==> src/rtl/rx_memory_control.sv <==
// Receive-side VRAM writer: rebuilds {R,G,B} pixels from the R/B/G payload byte
// order of one video segment and filters duplicate, damaged or illegal copies.
module rx_memory_control #(
   parameter int SEG_BYTES   = 1080,
   parameter int PIX_PER_SEG = 360,
   parameter int SEG_W       = 12,
   parameter int MAX_SEG     = 2304,
   parameter int ADDR_W      = 20
) (
   input  logic              clk125MHz,
   input  logic              rst,
   input  logic              pl_sop,
   input  logic [SEG_W-1:0]  segment_num,
   input  logic [7:0]        txid,
   input  logic              pl_valid,
   input  logic [7:0]        pl_data,
   input  logic              pl_eop,
   input  logic              pl_err,
   output logic              vram_we,
   output logic [ADDR_W-1:0] vram_addr,
   output logic [23:0]       vram_din,
   output logic              seg_done,
   output logic              seg_dup,
   output logic              seg_err,
   output logic [7:0]        last_id,
   output logic              busy
);

   localparam logic [1:0] ST_IDLE = 2'd0;
   localparam logic [1:0] ST_RECV = 2'd1;
   localparam logic [1:0] ST_DROP = 2'd2;

   localparam logic [10:0]       SEG_BYTES_C = 11'(SEG_BYTES);
   localparam logic [10:0]       BYTE_SAT_C  = 11'(SEG_BYTES + 1);
   localparam logic [SEG_W-1:0]  MAX_SEG_C   = SEG_W'(MAX_SEG);
   localparam logic [ADDR_W-1:0] PIX_C       = ADDR_W'(PIX_PER_SEG);
   localparam logic [ADDR_W-1:0] ONE_A       = ADDR_W'(1);

   logic [1:0]        state_r;
   logic [SEG_W-1:0]  seg_r;
   logic [7:0]        id_r;
   logic [ADDR_W-1:0] base_r;
   logic [10:0]       byte_cnt_r;
   logic [1:0]        phase_r;
   logic [ADDR_W-1:0] pix_idx_r;
   logic [7:0]        r_r;
   logic [7:0]        b_r;
   logic              ovf_r;
   logic              bad_r;
   logic              last_ok_r;
   logic [SEG_W-1:0]  last_seg_r;

   logic [1:0]        state_n_s;
   logic [ADDR_W-1:0] base_n_s;
   logic              abort_s;
   logic              illegal_s;
   logic              dup_s;
   logic              data_s;
   logic              eop_recv_s;
   logic              eop_drop_s;
   logic              room_s;
   logic              pix_s;
   logic              accept_s;

   // Decode strobes into byte/pixel/segment events and choose the next state
   always_comb begin
      state_n_s  = state_r;
      abort_s    = pl_sop && (state_r != ST_IDLE);
      illegal_s  = (segment_num >= MAX_SEG_C);
      dup_s      = last_ok_r && (segment_num == last_seg_r);
      // a byte sharing its cycle with sop or eop is never data
      data_s     = pl_valid && !pl_sop && !pl_eop && (state_r == ST_RECV);
      eop_recv_s = pl_eop && !pl_sop && (state_r == ST_RECV);
      eop_drop_s = pl_eop && !pl_sop && (state_r == ST_DROP);
      room_s     = (byte_cnt_r < SEG_BYTES_C);
      pix_s      = data_s && room_s && (phase_r == 2'd2);
      accept_s   = eop_recv_s && !pl_err && (byte_cnt_r == SEG_BYTES_C) && !ovf_r;
      base_n_s   = ADDR_W'(segment_num) * PIX_C;
      case (state_r)
         ST_IDLE, ST_RECV, ST_DROP: begin
            if (pl_sop) begin
               if (illegal_s || dup_s) begin
                  state_n_s = ST_DROP;
               end else begin
                  state_n_s = ST_RECV;
               end
            end else if (eop_recv_s || eop_drop_s) begin
               state_n_s = ST_IDLE;
            end else begin
               state_n_s = state_r;
            end
         end
         default: state_n_s = ST_IDLE;
      endcase
   end

   // State register and registered status pulses
   always_ff @(posedge clk125MHz) begin
      if (rst) begin
         state_r  <= ST_IDLE;
         busy     <= 1'b0;
         seg_done <= 1'b0;
         seg_dup  <= 1'b0;
         seg_err  <= 1'b0;
      end else begin
         state_r  <= state_n_s;
         busy     <= (state_n_s != ST_IDLE);
         seg_done <= accept_s;
         seg_dup  <= eop_drop_s && !bad_r;
         seg_err  <= abort_s || (eop_recv_s && !accept_s) || (eop_drop_s && bad_r);
      end
   end

   // Per-copy context captured at the header strobe
   always_ff @(posedge clk125MHz) begin
      if (rst) begin
         seg_r  <= {SEG_W{1'b0}};
         id_r   <= 8'd0;
         base_r <= {ADDR_W{1'b0}};
         bad_r  <= 1'b0;
      end else if (pl_sop) begin
         seg_r  <= segment_num;
         id_r   <= txid;
         base_r <= base_n_s;
         bad_r  <= illegal_s;
      end
   end

   // Byte counting and R/B/G reassembly; bytes beyond the segment length only flag overflow
   always_ff @(posedge clk125MHz) begin
      if (rst) begin
         byte_cnt_r <= 11'd0;
         phase_r    <= 2'd0;
         pix_idx_r  <= {ADDR_W{1'b0}};
         r_r        <= 8'd0;
         b_r        <= 8'd0;
         ovf_r      <= 1'b0;
      end else if (pl_sop) begin
         byte_cnt_r <= 11'd0;
         phase_r    <= 2'd0;
         pix_idx_r  <= {ADDR_W{1'b0}};
         ovf_r      <= 1'b0;
      end else if (data_s) begin
         if (byte_cnt_r != BYTE_SAT_C) begin
            byte_cnt_r <= byte_cnt_r + 11'd1;
         end
         if (!room_s) begin
            ovf_r <= 1'b1;
         end else begin
            case (phase_r)
               2'd0: begin
                  r_r     <= pl_data;
                  phase_r <= 2'd1;
               end
               2'd1: begin
                  b_r     <= pl_data;
                  phase_r <= 2'd2;
               end
               2'd2: begin
                  phase_r   <= 2'd0;
                  pix_idx_r <= pix_idx_r + ONE_A;
               end
               default: phase_r <= 2'd0;
            endcase
         end
      end
   end

   // VRAM write port; G arrives last so it is taken straight from the bus
   always_ff @(posedge clk125MHz) begin
      if (rst) begin
         vram_we   <= 1'b0;
         vram_addr <= {ADDR_W{1'b0}};
         vram_din  <= 24'd0;
      end else begin
         vram_we <= pix_s;
         if (pix_s) begin
            vram_addr <= base_r + pix_idx_r;
            vram_din  <= {r_r, pl_data, b_r};
         end
      end
   end

   // Record of the last intact copy, used for duplicate suppression
   always_ff @(posedge clk125MHz) begin
      if (rst) begin
         last_ok_r  <= 1'b0;
         last_seg_r <= {SEG_W{1'b0}};
         last_id    <= 8'd0;
      end else if (accept_s) begin
         last_ok_r  <= 1'b1;
         last_seg_r <= seg_r;
         last_id    <= id_r;
      end
   end

endmodule

==> config.mk <==
export PLATFORM = sky130hd
export DESIGN_NAME = rx_memory_control
export DESIGN_NICKNAME = d
export VERILOG_FILES = /design/src/rtl/rx_memory_control.sv
export SDC_FILE = /design/constraint.sdc
export NUM_CORES = 1
export LEC_CHECK = 0
export BUFFER_PORTS_ARGS = -buffer_cell sky130_fd_sc_hd__buf_4
export CAP_MARGIN = 25
export CORE_MARGIN = 5
export CORE_UTILIZATION = 55
export DETAILED_ROUTE_END_ITERATION = 7
export PLACE_DENSITY = 0.76
export SETUP_SLACK_MARGIN = 0.5
export SLEW_MARGIN = 10
export SYNTH_ARGS = -nofsm -noshare
export SYNTH_HDL_FRONTEND = slang
export SYNTH_SLANG_ARGS = --single-unit
==> constraint.sdc <==
create_clock -name clk125MHz -period 4.1 [get_ports clk125MHz]
set_input_delay 0.82 -clock clk125MHz [delete_from_list [all_inputs] [get_ports clk125MHz]]
set_output_delay 0.82 -clock clk125MHz [all_outputs]
set_load 0.02 [all_outputs]
==> impl_results.md, run 1 <==
* FF+latch area at 3160 µm²
* Port Buffers at 90
* Initial core utilization at 55.9%
* Compound-Gate Fraction of Synth Area at 10.9%
* Netlist cell types at 58
* Commonest non-fill, non-tap cell in the layout: dfxtp_1
* TritonCTS clock tree: yes
* Row cnt at 44
* Area Overhead vs Synth at 19.3%
* Post-Synth Simple-Gate Area at 19.0%
* Die X at 131 µm
* CP peak stage delay at 0.54 ns
* Critical Path End Type: flop
* Final setup viols at 0
* Vias at 6356
* CTS Buf Count at 17
* Cell family with most CP delay: adder cells
* Post-synthesis area per instance at 8.80 µm²
* Type of the most critical hold path: reg2reg
* Clock slew seen by the registers of the worst setup and hold paths at 0.07 ns
* Worst Max-Slew Pin Slew at 0.708 ns
* Routed Antenna Nets at 0
* Post-DP HPWL at 12300 µm
* Pins Over Slew Limit at 0
* Sum Neg Setup Slack at 0 ns
* Routed wire length at 17300 µm
* Max cap viols at 0
* Number of synthesized register bits at 158
* Slew HR at 52.8%
* Status: complete, no violations
* Clock Sinks at 158
* Pin count of the biggest net entering global routing at 66
* Highest Clock Rate at 0.283 GHz
* Top_reg_cell synth: dfxtp_1
* Clock Path Buffers at 2
* Crit path max fanout at 5
* Net Count, Synth at 1024
* Gpl congestion at 0.843
* Top cells by area, synth: dfxtp_1 (39%), ha_1 (8.4%), mux2i_1 (6.7%)
* Critical Path Most Common Cell: ha_1
* Most frequent cells in the layout: dfxtp_1 (158), nand2_1 (116), nor2_1 (110), buf_4 (99), a21oi_1 (72)
* Clock root buffer: clkbuf_16
* CP Buf/Inv Count at 3
* Final Hold Fails at 0
* Critical path cell sequence: buf_4, ha_1, ha_1, inv_1, fa_1, inv_1, ha_1, a21oi_2, o211ai_1, or4_4, a31oi_1, mux2i_1, o21ai_0
* CP Class: in2reg
* Post-synth EDFFs at 0
* Pwr Density at 428 nW/µm²
* Vias in the first global route at 6053
* Largest family of logic cells by synthesized area: simple AND/OR/NAND/NOR gates
* Vias/cell at 5.31
* Syn Inst Count at 920
* Async set-reset flop share out of synthesis at 0%
* Critical Path Start Type: primary input
* Synthesized area at 8090 µm²
* Post-synthesis adder-cell area fraction at 12.3%
* Initial antenna violation count at 0
* Peak VDD IR at 0.299 mV
* Fraction of layout cells with a size suffix above 1 at 16.4%
* Post-synthesis sequential area ratio at 39.1%
* Latest clock arrival within the worst-skew pair at 0.42 ns
* Post-DR wirelength/cell at 14.5 µm
* CP arrival at 3.81 ns
* Area of the multi-input gates at 4670 µm²
* Die Span Y at 131 µm
* H-tree Lvls at 4
* RSZ-0062 raised after global routing: false
* Fillcell total at 1176
* Yosys top cell area share at 39.1%
* Slowest-stage cell, CP: fa_1
* XOR/XNOR Fraction of Synth Area at 6.71%
* Die area at 17200 µm²
* All-Layer GR Usage at 20.1%
* First-pass GRT wire length at 29400 µm
* Largest area contributor in the netlist: dfxtp_1
* Core footprint at 14500 µm²
* Total grt overflow at 0
* # hold bufs at CTS at 0
* Mux cell area share after synthesis at 6.68%
* Final Cycle Share at 86.2%
* Total power at 4130 µW
* Skew final at 0.0109 ns
* DRT Pass-1 Iters at 5
* Critical Path RT at 4.38 ns
* Antenna cells at 0
* Net count, final at 1104
* Top-Level Pins at 91
* Starting DRT DRC Count at 451
* Static Leakage at 0.00396 µW
* Synth Warn # at 0
* Final Critical Period at 3.53 ns
* DRC at 0
[Yosys cell counts, types with 7 or more instances]
cell        n
xor2_1     26
nor3_1     19
a211oi_1   10
and3_1      9
o21ai_0    26
a21oi_1    74
dfxtp_1   158
mux2i_1    54
a31oi_1     7
ha_1       54
nand2_1   116
clkbuf_1   24
fa_1       16
nand4_1     9
xnor2_1    36
nand3_1    21
nor2_1    110
inv_1      57
[worst reg2reg max path, stage by stage, from the launching register on]
cell       delay (ns)
dfxtp_1          0.43
ha_1             0.23
inv_1            0.06
fa_1             0.40
and2b_1          0.22
o31a_2           0.16
o21ai_0          0.21
a2111oi_0        0.58
mux2i_1          0.15
o31ai_1          0.22
[cell families after synthesis]
| family | count (synthesis) |
|---|---|
| buf+inv | 96 |
| mux | 54 |
| simple gates | 331 |
| flops | 158 |
| xor+xnor | 62 |
| fa+ha+maj | 70 |
| compound gates | 149 |
[sequential cells by signal, indices dropped and copies added (netlist names), 2 cells and up]
name,flops
phase_r,2
vram_din,24
pix_idx_r,20
vram_addr,20
b_r,8
base_r,15
seg_r,12
id_r,8
state_r,2
last_seg_r,12
byte_cnt_r,11
last_id,8
r_r,8
[per-layer routing]
layer | vias up | share of wire (%) | track usage [%]
met2 | 126 | 47 | 32.5
met4 | 0 | 1.4 | 5.31
li1 | 3287 | - | -
met1 | 2922 | 47 | 26.9
met5 | - | 0 | 0
met3 | 21 | 4.2 | 5.05
[metrics by stage]
step	cell area, µm²	hold slack [ns]	instances	setup slack, ns	util [%]
floorplan	8220	0.422	920	0.488	-
global placement	8990	0.439	1164	0.209	62.1
detailed placement	8990	0.443	1164	0.130	62.1
CTS	9600	0.451	1196	0.578	66.3
global route	9650	0.474	1197	0.496	66.7
finish	9650	0.447	1197	0.568	66.7
[final timing paths]
kind	startpoint	end	slack (ns)	depth (start not counted)
setup / recovery	segment_num[0]	base_r[18]	0.57	13
hold / removal	r_r[6]	vram_din[22]	0.45	2
setup reg to reg	pix_idx_r[3]	vram_addr[19]	1.36	9
hold reg to reg	r_r[6]	vram_din[22]	0.45	2
[power by group]
part	switching, µW	internal [µW]	total, µW
logic	471	408	880
clock network	674	937	1610
registers	45.6	1590	1640
[what timing repair did]
item,CTS,global route
buffers inserted,0,1
setup endpoints to repair,0,4
gates resized for setup,0,7
[final cells by class]
class | count | area share (%)
multi-input cells | 666 | 48.4
well taps | 184 | 2.39
inverters | 57 | 2.22
clock inverters | 14 | 1.74
clock buffers | 18 | 4.55
repair buffers | 100 | 7.91
flip-flops and latches | 158 | 32.8
Note: power is estimated with default switching activity, not from simulation.
==> run 2: changes to the inputs <==
CORE_MARGIN = 2   (was 5)
HOLD_SLACK_MARGIN = 0.03   (was default)
RECOVER_POWER = 100   (was default)
==> impl_results.md, run 2 (same netlist as run 1, synthesis figures left out) <==
* Status: finished, violations left
* Failing checks: max-capacitance violations, max-slew violations
* Critical path cell sequence: clkbuf_1, ha_1, xor2_2, ha_1, inv_1, fa_1, inv_2, ha_4, nor2b_1, o31a_1, or4_1, a21oi_2, xor2_1, o22ai_1
* Worst Max-Slew Pin Slew at 2.38 ns
* TritonCTS clock tree: yes
* Skew final at 0.00807 ns
* Biggest register: vram_din
* CP Buf/Inv Count at 3
* Pin count of the biggest net entering global routing at 66
* Static Leakage at 0.00362 µW
* Most frequent cells in the layout: dfxtp_1 (158), nand2_1 (117), nor2_1 (110), a21oi_1 (73), clkbuf_1 (67)
* Clock Path Buffers at 2
* Post-DR wirelength/cell at 14.1 µm
* FF+latch area at 3160 µm²
* Critical Path End Type: flop
* Largest regs: vram_din x24, pix_idx_r x20, vram_addr x20
* Gpl congestion at 0.867
* Switching power at 1140 µW
* Internal at 2810 µW
* Pre-CTS setup slack at 0.129 ns
* Final Hold Fails at 0
* Row cnt at 44
* All-Layer GR Usage at 21.8%
* Post-DP HPWL at 12000 µm
* Clock root buffer: clkbuf_16
* Latest clock arrival within the worst-skew pair at 0.42 ns
* Sum Neg Setup Slack at 0 ns
* Final Critical Period at 3.68 ns
* Initial antenna violation count at 0
* Peak VDD IR at 0.347 mV
* Routed wire length at 16900 µm
* Routed Antenna Nets at 0
* Critical Path RT at 4.38 ns
* Pwr Density at 429 nW/µm²
* Slowest-stage cell, CP: or4_1
* Critical Path Most Common Cell: ha_1
* Highest Clock Rate at 0.272 GHz
* Commonest non-fill, non-tap cell in the layout: dfxtp_1
* Max reg flops at 24
* Clock Sinks at 158
* Switch share at 28.9%
* CP arrival at 3.96 ns
* Critical Path Start Type: primary input
* First-pass GRT wire length at 28500 µm
* Final setup viols at 0
* CP Class: in2reg
* Clk pwr share at 37.9%
* Port Buffers at 90
* CP peak stage delay at 0.50 ns
* Cell family with most CP delay: adder cells
* Setup ws final at 0.419 ns
* DRC at 0
* Max cap viols at 2
* H-tree Lvls at 4
* RSZ-0062 raised after global routing: true
* Die Span Y at 125 µm
* Die area at 15700 µm²
* Area Overhead vs Synth at 13.8%
* Core footprint at 14500 µm²
* Die X at 125 µm
* Top-Level Pins at 91
* Starting DRT DRC Count at 411
* Pins Over Slew Limit at 63
* Clock slew seen by the registers of the worst setup and hold paths at 0.06 ns
* Finished Layout Cells at 1196
* Placed insts at 1164
* Vias at 6465
* CTS Buf Count at 17
* Sequential share of power at 41.4%
* Net count, final at 1103
* Fillcell total at 1301
* Antenna cells at 0
* Area of the multi-input gates at 4540 µm²
* Final Cycle Share at 89.8%
* Vias in the first global route at 5935
* Total grt overflow at 0
* Combinational power share at 20.6%
* Fraction of layout cells with a size suffix above 1 at 7.81%
* Slew HR at -58.7%
* Vias/cell at 5.41
* Type of the most critical hold path: reg2reg
* DRT Pass-1 Iters at 5
* Initial core utilization at 55.9%
* Total power at 3950 µW
* Crit path max fanout at 4
run 2: stage by stage:
step	hold slack, ns	utilization [%]	cell area (µm²)
after floorplan	0.422	-	8220
after global placement	0.437	62.0	8980
after detailed placement	0.441	62.0	8980
after CTS	0.450	65.9	9540
after global routing	0.466	63.6	9210
final	0.448	63.6	9210
run 2: worst reg2reg max path: stages (launching register included):
cell and delay [ns]:
dfxtp_1 0.34, or4_1 0.62, nor4b_1 0.45, and4bb_1 0.25, clkbuf_1 1.23, mux2i_1 0.36, nor2_1 0.07
run 2: power by group through the flow:
stage | combinational, µW | clock (µW) | sequential, µW
after global placement | 801 | 0 | 1670
after detailed placement | 815 | 0 | 1670
after global routing | 923 | 1610 | 1640
after CTS | 831 | 1530 | 1640
after floorplan | 639 | 0 | 1650
final | 816 | 1500 | 1640
run 2: area by class of cell:
class | count | share of cell area, %
Clock buffer | 18 | 4.66
Timing Repair Buffer | 99 | 5.38
Tap cell | 184 | 2.50
Multi-Input combinational cell | 666 | 49.3
Inverter | 57 | 2.32
Clock inverter | 14 | 1.44
Sequential cell | 158 | 34.4
run 2: repair_timing:
item / CTS / global route
endpoints found under the setup margin: 0 / 4
hold buffers: 0 / 0
gates resized for setup: 0 / 3
setup buffers: 0 / 0
run 2: final timing paths:
kind,from,to,slack (ns),depth (start not counted)
hold / removal,b_r[6],vram_din[6],0.45,2
setup reg to reg,byte_cnt_r[6],last_seg_r[5],0.64,6
setup / recovery,segment_num[3],base_r[15],0.42,14
hold reg to reg,b_r[6],vram_din[6],0.45,2
run 2: routing by layer:
metal,up-vias,global-route usage (%),routed length [µm]
met1,3012,30.1,8160
met5,-,0,0
met4,0,5.69,177
met3,17,5.39,805
met2,156,34.4,7750
li1,3280,-,-
